$ cat config.mk
export PLATFORM = sky130hd
export DESIGN_NAME = ffe_adapt_sequencer
export DESIGN_NICKNAME = d
export VERILOG_FILES = /design/src/rtl/ffe_ctrl_pkg.sv /design/src/rtl/ffe_gain_scheduler.sv /design/src/rtl/ffe_adapt_sequencer.sv
export SDC_FILE = /design/constraint.sdc
export NUM_CORES = 1
export LEC_CHECK = 0
export ABC_AREA = 1
export BUFFER_PORTS_ARGS = -buffer_cell sky130_fd_sc_hd__buf_4
export CAP_MARGIN = 20
export CORE_MARGIN = 2
export CORE_UTILIZATION = 40
export CTS_CLUSTER_DIAMETER = 80
export DETAILED_ROUTE_END_ITERATION = 12
export GPL_TIMING_DRIVEN = 0
export PLACE_DENSITY_LB_ADDON = 0.3
export SLEW_MARGIN = 5
export SYNTH_ARGS = -nofsm -noshare
export SYNTH_HDL_FRONTEND = slang
export SYNTH_HIERARCHICAL = 1
export SYNTH_SLANG_ARGS = --single-unit
export TNS_END_PERCENT = 50
$ cat constraint.sdc
create_clock -name clk -period 5.1 [get_ports clk]
set_input_delay 1.02 -clock clk [delete_from_list [all_inputs] [get_ports clk]]
set_output_delay 1.02 -clock clk [all_outputs]
set_load 0.05 [all_outputs]
$ cat src/rtl/ffe_ctrl_pkg.sv
// Shared types for the FFE tap-estimator control path: host op codes,
// estimator instruction codes, sequencer states and the op-to-inst mapping.
package ffe_ctrl_pkg;

  typedef enum logic [1:0] {
    OP_NOP         = 2'b00,
    OP_LOAD_INIT   = 2'b01,
    OP_SHIFT_RIGHT = 2'b10,
    OP_SHIFT_LEFT  = 2'b11
  } cmd_op_e;

  typedef enum logic [2:0] {
    INST_NOP  = 3'b000,
    INST_SHR  = 3'b010,
    INST_SHL  = 3'b011,
    INST_LOAD = 3'b100
  } est_inst_e;

  typedef enum logic [1:0] {
    ST_IDLE  = 2'b00,
    ST_DROP  = 2'b01,
    ST_FIRE  = 2'b10,
    ST_ADAPT = 2'b11
  } seq_state_e;

  function automatic est_inst_e op_to_inst(input cmd_op_e op);
    est_inst_e r;
    case (op)
      OP_LOAD_INIT:   r = INST_LOAD;
      OP_SHIFT_RIGHT: r = INST_SHR;
      OP_SHIFT_LEFT:  r = INST_SHL;
      default:        r = INST_NOP;
    endcase
    return r;
  endfunction

endpackage

$ cat src/rtl/ffe_gain_scheduler.sv
// Decaying adaptation gain: loads gain_init at window start, then steps down
// by one every gain_period cycles, never going below gain_min.
module ffe_gain_scheduler #(
  parameter int GAIN_W = 4,
  parameter int PER_W  = 16
) (
  input  logic              clk,
  input  logic              rst_n,
  input  logic              load,
  input  logic              tick,
  input  logic [GAIN_W-1:0] gain_init,
  input  logic [GAIN_W-1:0] gain_min,
  input  logic [PER_W-1:0]  gain_period,
  output logic [GAIN_W-1:0] gain
);

  logic [PER_W-1:0]  per_cnt;
  logic [PER_W-1:0]  per_cnt_nxt;
  logic [GAIN_W-1:0] gain_nxt;

  // Period counter and floored decrement; a gain already at or below the floor never moves.
  always_comb begin
    per_cnt_nxt = per_cnt;
    gain_nxt    = gain;
    if (load) begin
      per_cnt_nxt = {PER_W{1'b0}};
      gain_nxt    = gain_init;
    end else if (tick) begin
      if ((gain_period != {PER_W{1'b0}}) && (per_cnt == gain_period - PER_W'(1))) begin
        per_cnt_nxt = {PER_W{1'b0}};
        if (gain > gain_min) begin
          gain_nxt = gain - GAIN_W'(1);
        end else begin
          gain_nxt = gain;
        end
      end else begin
        per_cnt_nxt = per_cnt + PER_W'(1);
      end
    end else begin
      per_cnt_nxt = per_cnt;
    end
  end

  // Counter and gain registers.
  always_ff @(posedge clk or negedge rst_n) begin
    if (!rst_n) begin
      per_cnt <= {PER_W{1'b0}};
      gain    <= {GAIN_W{1'b0}};
    end else begin
      per_cnt <= per_cnt_nxt;
      gain    <= gain_nxt;
    end
  end

endmodule

$ cat src/rtl/ffe_adapt_sequencer.sv
// Drives the FFE tap estimator's exec_inst/inst/gain: serialises host tap
// commands and runs bounded adaptation windows. Optional cycle counter under
// FFE_ADAPT_SEQUENCER_PERF_CNT_EN.
module ffe_adapt_sequencer
  import ffe_ctrl_pkg::*;
#(
  parameter int ADAPT_BITWIDTH = 14,
  parameter int LEN_W          = 20,
  parameter int PER_W          = 16,
  parameter int FIRE_HOLD      = 2,
  localparam int GAIN_W        = $clog2(ADAPT_BITWIDTH)
) (
  input  logic              clk,
  input  logic              rst_n,
  input  logic              cmd_valid,
  input  logic [1:0]        cmd_op,
  output logic              cmd_ready,
  input  logic              start,
  input  logic              abort,
  input  logic [LEN_W-1:0]  adapt_len,
  input  logic [GAIN_W-1:0] gain_init,
  input  logic [GAIN_W-1:0] gain_min,
  input  logic [PER_W-1:0]  gain_period,
  output logic              exec_inst,
  output logic [2:0]        inst,
  output logic [GAIN_W-1:0] gain,
  output logic              busy,
  output logic              done
`ifdef FFE_ADAPT_SEQUENCER_PERF_CNT_EN
  ,
  output logic [31:0]       adapt_cyc_cnt
`endif
);

  localparam logic [2:0] FIRE_LAST = 3'(FIRE_HOLD - 1);

  seq_state_e       state, state_nxt;
  cmd_op_e          op_q, op_nxt;
  logic [2:0]       fire_cnt, fire_cnt_nxt;
  logic [LEN_W-1:0] len_cnt, len_cnt_nxt;
  logic             win_start;
  logic             done_nxt;
  logic             exec_nxt;
  logic [2:0]       inst_nxt;
  logic             ready_nxt;
  logic             busy_nxt;

  // Next-state logic; outputs are decoded from the next state so they register in step with it.
  always_comb begin
    state_nxt    = state;
    op_nxt       = op_q;
    fire_cnt_nxt = fire_cnt;
    len_cnt_nxt  = len_cnt;
    win_start    = 1'b0;
    done_nxt     = 1'b0;
    case (state)
      ST_IDLE: begin
        if (cmd_valid && cmd_ready) begin
          if (cmd_op_e'(cmd_op) != OP_NOP) begin
            op_nxt       = cmd_op_e'(cmd_op);
            fire_cnt_nxt = 3'd0;
            state_nxt    = ST_DROP;
          end else begin
            state_nxt = ST_IDLE;
          end
        end else if (start) begin
          win_start   = 1'b1;
          len_cnt_nxt = {LEN_W{1'b0}};
          if (adapt_len == {LEN_W{1'b0}}) begin
            done_nxt  = 1'b1;
            state_nxt = ST_IDLE;
          end else begin
            state_nxt = ST_ADAPT;
          end
        end else begin
          state_nxt = ST_IDLE;
        end
      end
      ST_DROP: begin
        fire_cnt_nxt = 3'd0;
        state_nxt    = ST_FIRE;
      end
      ST_FIRE: begin
        if (fire_cnt == FIRE_LAST) begin
          fire_cnt_nxt = 3'd0;
          state_nxt    = ST_IDLE;
        end else begin
          fire_cnt_nxt = fire_cnt + 3'd1;
        end
      end
      ST_ADAPT: begin
        if (abort) begin
          state_nxt = ST_IDLE;
        end else if (len_cnt == adapt_len - LEN_W'(1)) begin
          done_nxt  = 1'b1;
          state_nxt = ST_IDLE;
        end else begin
          len_cnt_nxt = len_cnt + LEN_W'(1);
        end
      end
      default: begin
        state_nxt = ST_IDLE;
      end
    endcase

    exec_nxt  = !((state_nxt == ST_DROP) || (state_nxt == ST_ADAPT));
    inst_nxt  = (state_nxt == ST_FIRE) ? op_to_inst(op_nxt) : INST_NOP;
    ready_nxt = (state_nxt == ST_IDLE);
    busy_nxt  = (state_nxt != ST_IDLE);
  end

  // State, counters and registered outputs; reset leaves the estimator heading to HALT.
  always_ff @(posedge clk or negedge rst_n) begin
    if (!rst_n) begin
      state     <= ST_IDLE;
      op_q      <= OP_NOP;
      fire_cnt  <= 3'd0;
      len_cnt   <= {LEN_W{1'b0}};
      exec_inst <= 1'b1;
      inst      <= 3'b000;
      cmd_ready <= 1'b0;
      busy      <= 1'b0;
      done      <= 1'b0;
    end else begin
      state     <= state_nxt;
      op_q      <= op_nxt;
      fire_cnt  <= fire_cnt_nxt;
      len_cnt   <= len_cnt_nxt;
      exec_inst <= exec_nxt;
      inst      <= inst_nxt;
      cmd_ready <= ready_nxt;
      busy      <= busy_nxt;
      done      <= done_nxt;
    end
  end

  ffe_gain_scheduler #(
    .GAIN_W (GAIN_W),
    .PER_W  (PER_W)
  ) u_gain (
    .clk         (clk),
    .rst_n       (rst_n),
    .load        (win_start),
    .tick        (state == ST_ADAPT),
    .gain_init   (gain_init),
    .gain_min    (gain_min),
    .gain_period (gain_period),
    .gain        (gain)
  );

`ifdef FFE_ADAPT_SEQUENCER_PERF_CNT_EN
  // Saturating count of cycles spent adapting; only rst_n clears it.
  always_ff @(posedge clk or negedge rst_n) begin
    if (!rst_n) begin
      adapt_cyc_cnt <= 32'd0;
    end else if ((state == ST_ADAPT) && (adapt_cyc_cnt != 32'hFFFF_FFFF)) begin
      adapt_cyc_cnt <= adapt_cyc_cnt + 32'd1;
    end else begin
      adapt_cyc_cnt <= adapt_cyc_cnt;
    end
  end
`endif

endmodule

==> reports/qor.txt <==
======================================================================================
Clock tree root driver cell                                               sky130_fd_sc_hd__clkbuf_16
Post-cts resize count                                                                0
Worst path required time                                                       5290 ps
Highest net fanout along the worst path                                             10
PwrDens                                                                    329 nW/um^2
Internal power consumption                                                    0.994 mW
Final-report max-slew violation count                                                0
Transition at the pin with the smallest max-transition slack                    729 ps
Ports placed on the boundary                                                        62
Maximum number of pins on one net before global-route repair                        55
Overall overflow remaining after global route                                        0
Die Ht                                                                     113 microns
Maxcap violations                                                                    0
Number of enable flip-flop cells after synthesis                                     0
Global Route Usage Sum                                                           18.5%
WHS                                                                             511 ps
Number of cells traversed by the worst hold path                                     2
Clock slew at the register clock pins of the worst setup and hold paths          70 ps
Worst Hold Launch                                                         op_q[1]$_DFF_PN0_
Number of cells produced by synthesis                                              689
VDD IR max                                                                    0.173 mV
Setup WS post-layout                                                           2210 ps
Count of nets left with antenna violations after detail routing                      0
Critical path class                                                          in -> reg
Buffers from clock root to sink, at most                                             2
Worst slew slack as a fraction of its limit                                      51.4%
Standard-cell row count                                                             39
Reg2reg start                                                             state[0]$_DFF_PN0_
Number of failing setup endpoints in the final timing report                         0
Wire length of the first global-routing pass                                   19.6 mm
Routed WL per cell                                                        12.5 microns
Met2 WL post-DR                                                                5.69 mm
TritonRoute pass-1 iters                                                             5
Total clock buffers created by CTS                                                   5
Synthesis warning total                                                              6
Met3 wire length                                                           380 microns
CP Data Arrival Time                                                           3080 ps
Element type at the critical path end                                         register
Length in cells of the worst reg-to-reg path                                        14
Final worst path period share                                                    56.7%
Detailed placement HPWL                                                        9.24 mm
1st-iter DRT viols                                                                 213
Final weighted congestion of routability-driven global placement                 0.924
Psw                                                                           0.818 mW
H-tree depth                                                                         2
Via count normalized by instance count                                            5.04
Worst Hold Class                                                            reg -> reg
Skew final                                                                     8.30 ps
Minimum clock period after layout                                              2890 ps
Filler cells                                                                      1112
Cell area after synthesis                                                   4720 sq um
Crit path from                                                            adapt_len[0]
Asr flop ratio synth                                                              100%
Syn Area/Cell                                                               6.85 sq um
Status                                                                       completed
Dpl ws                                                                         1870 ps
Startpoint Class                                                          primary input
Register share of total power                                                    31.7%
Max layer used                                                                    met4
Unrepaired setup endpoints after global routing                                     no
Synthesized Nets                                                                   752
Sw Ratio                                                                         45.1%
Count of buffers inserted at the top-level ports                                    61
Logic pwr share                                                                  48.6%
Final Net Count                                                                    820
Clock share of power                                                             19.7%
Sum of negative setup slack                                                       0 ps
Initial Utilization                                                              41.2%
Core area                                                                  11500 sq um
FF+latch area                                                               1350 sq um
Seq cells post-synth                                                                54
Vias in the first global route                                                    4401
Die span in x                                                              113 microns
Clk sinks                                                                           54
DRC errors left                                                                      0
Number of antenna violations at the first check in global routing                    0
Number of hold-repair buffers added at the cts stage                                 0
Metal1 wirelength                                                              4.94 mm
Via Count                                                                         4537
Buffer count from post-CTS setup fixing                                              0
Count of distinct cell types in the synthesized netlist                             43
Final Hold Violating Endpoints                                                       0
Ratio of cells with drive above 1 in the final layout                            19.5%
Antenna fix cells                                                                    0
Sequential share of the synthesized area                                         28.7%
CTS tree                                                                           yes
Area of the die                                                            12700 sq um
Static Leak                                                                    2.67 nW
P&R area growth vs syn                                                           16.8%
Clock latency at the later pin of the worst-skew pair                           290 ps
Max Freq                                                                       346 MHz
Routed WL                                                                      11.3 mm
Predominant post-synthesis flop cell                                      sky130_fd_sc_hd__dfrtp_1
Area of combinational cells with multiple inputs                            2950 sq um
======================================================================================
## per-layer routing
metal,GRT usage [%],vias to the layer above
met5,0,-
met4,6.42,0
met3,1.73,17
met2,33.7,100
met1,22.6,2079
li1,-,2341
## cell families (layout without fill, tap and decap cells)
group | count (synthesis) | in the layout | share of synthesized area (%)
AOI/OAI and AO/OA | 67 | 67 | 9.97
buffers and inverters | 101 | 170 | 8.96
xor gates and xnor gates | 48 | 48 | 9.20
adders and majority gates | 12 | 12 | 3.18
DFF | 54 | 54 | 28.7
and+or+nand+nor | 407 | 407 | 40.0
## power groups by stage
stage | logic [mW] | registers (mW) | clock network (mW)
final | 0.880 | 0.575 | 0.356
after CTS | 0.887 | 0.575 | 0.368
after global placement | 0.864 | 0.580 | 0
after floorplan | 0.544 | 0.677 | 0
after global routing | 0.984 | 0.585 | 0.384
after detailed placement | 0.885 | 0.583 | 0
## registers in the layout (all words and copies together), names as in the netlist
name,count
u_gain/gain,4
inst,3
op_q,2
cmd_ready,1
len_cnt,20
busy,1
u_gain/per_cnt,16
done,1
fire_cnt,3
state,2
exec_inst,1
## cell type report
class / instances / share of cell area, %
multi-input cells: 534 / 53.4
flip-flops and latches: 54 / 24.5
repair buffers: 61 / 8.31
inverters: 90 / 6.17
well taps: 143 / 3.25
clock buffers: 6 / 2.52
plain buffers: 11 / 1.50
clock inverters: 2 / 0.295
## final timing paths
kind,end,slack (ps)
setup / recovery,len_cnt[10]$_DFFE_PN0P_,2210
hold / removal,op_q[1]$_DFF_PN0_,510
setup reg to reg,u_gain/per_cnt[14]$_DFFE_PN0P_,2550
min in group asynchronous,len_cnt[1]$_DFFE_PN0P_,760
max in group asynchronous,u_gain/per_cnt[1]$_DFFE_PN0P_,3850
hold reg to reg,op_q[1]$_DFF_PN0_,510
## cells in the final DEF, fill, tap and decap left out, types with 2 or more instances in the layout
cell type	Yosys	routed
sky130_fd_sc_hd__nor2_4	3	3
sky130_fd_sc_hd__ha_1	12	12
sky130_fd_sc_hd__o21ai_0	12	12
sky130_fd_sc_hd__buf_6	2	2
sky130_fd_sc_hd__nand4_1	19	19
sky130_fd_sc_hd__nand3b_1	4	4
sky130_fd_sc_hd__dfrtp_1	53	53
sky130_fd_sc_hd__buf_4	2	63
sky130_fd_sc_hd__inv_1	87	87
sky130_fd_sc_hd__nand3_1	34	34
sky130_fd_sc_hd__a21oi_2	9	9
sky130_fd_sc_hd__nand2_2	9	9
sky130_fd_sc_hd__a21oi_1	14	14
sky130_fd_sc_hd__o22ai_1	2	2
sky130_fd_sc_hd__clkbuf_1	4	4
sky130_fd_sc_hd__nand3_2	7	7
sky130_fd_sc_hd__nand2_1	210	210
sky130_fd_sc_hd__nand4_2	2	2
sky130_fd_sc_hd__nor2_8	2	2
sky130_fd_sc_hd__clkbuf_16	0	5
sky130_fd_sc_hd__nor2_1	76	76
sky130_fd_sc_hd__a21oi_4	2	2
sky130_fd_sc_hd__inv_2	2	2
sky130_fd_sc_hd__o21bai_1	2	2
sky130_fd_sc_hd__o21ai_2	7	7
sky130_fd_sc_hd__or2_2	3	3
sky130_fd_sc_hd__nor3_1	11	11
sky130_fd_sc_hd__buf_2	2	2
sky130_fd_sc_hd__nor2_2	17	17
sky130_fd_sc_hd__o21ai_1	3	3
sky130_fd_sc_hd__nand2_4	3	3
sky130_fd_sc_hd__nor4_1	5	5
sky130_fd_sc_hd__xor2_1	31	31
sky130_fd_sc_hd__o31ai_1	13	13
sky130_fd_sc_hd__xnor2_1	16	16
## critical path, cell delays in order
cell and delay, ps:
sky130_fd_sc_hd__buf_4 110, sky130_fd_sc_hd__inv_1 100, sky130_fd_sc_hd__ha_1 260, sky130_fd_sc_hd__nand2_1 150, sky130_fd_sc_hd__nor2_4 200, sky130_fd_sc_hd__nand3_1 120
sky130_fd_sc_hd__nand2_1 90, sky130_fd_sc_hd__nand3_1 70, sky130_fd_sc_hd__nor2_1 90, sky130_fd_sc_hd__nand2_1 70, sky130_fd_sc_hd__nor2_2 140, sky130_fd_sc_hd__nand4_2 140
sky130_fd_sc_hd__nand2_4 180, sky130_fd_sc_hd__inv_4 60, sky130_fd_sc_hd__buf_6 150, sky130_fd_sc_hd__nand4_2 70, sky130_fd_sc_hd__o21ai_2 50
## per-stage QoR
stage                     power [mW]  instances  util (%)  cell area, sq um
after floorplan                 1.22        689         -              4720
after global placement          1.44        893      46.7              5360
after detailed placement        1.47        893      46.7              5360
after CTS                       1.83        901      48.1              5510
after global routing            1.95        901      48.1              5510
final                           1.81        901      48.1              5510
## cells in the mapped netlist (all sizes together), types with 2 or more instances
cell / instances / area share (%)
a21oi: 25 / 3.8
buf: 7 / 1.4
clkbuf: 4 / 0.32
dfrtp: 53 / 28
ha: 12 / 3.2
inv: 90 / 7.2
nand2: 222 / 19
nand3: 42 / 5.5
nand3b: 4 / 0.64
nand4: 21 / 3.0
nor2: 98 / 9.9
nor3: 12 / 1.4
nor4: 5 / 0.66
o21ai: 22 / 2.9
o21bai: 2 / 0.32
o22ai: 2 / 0.26
o31ai: 13 / 2.1
or2: 3 / 0.40
xnor2: 16 / 3.0
xor2: 31 / 5.8
(Power assumes the default switching activity.)
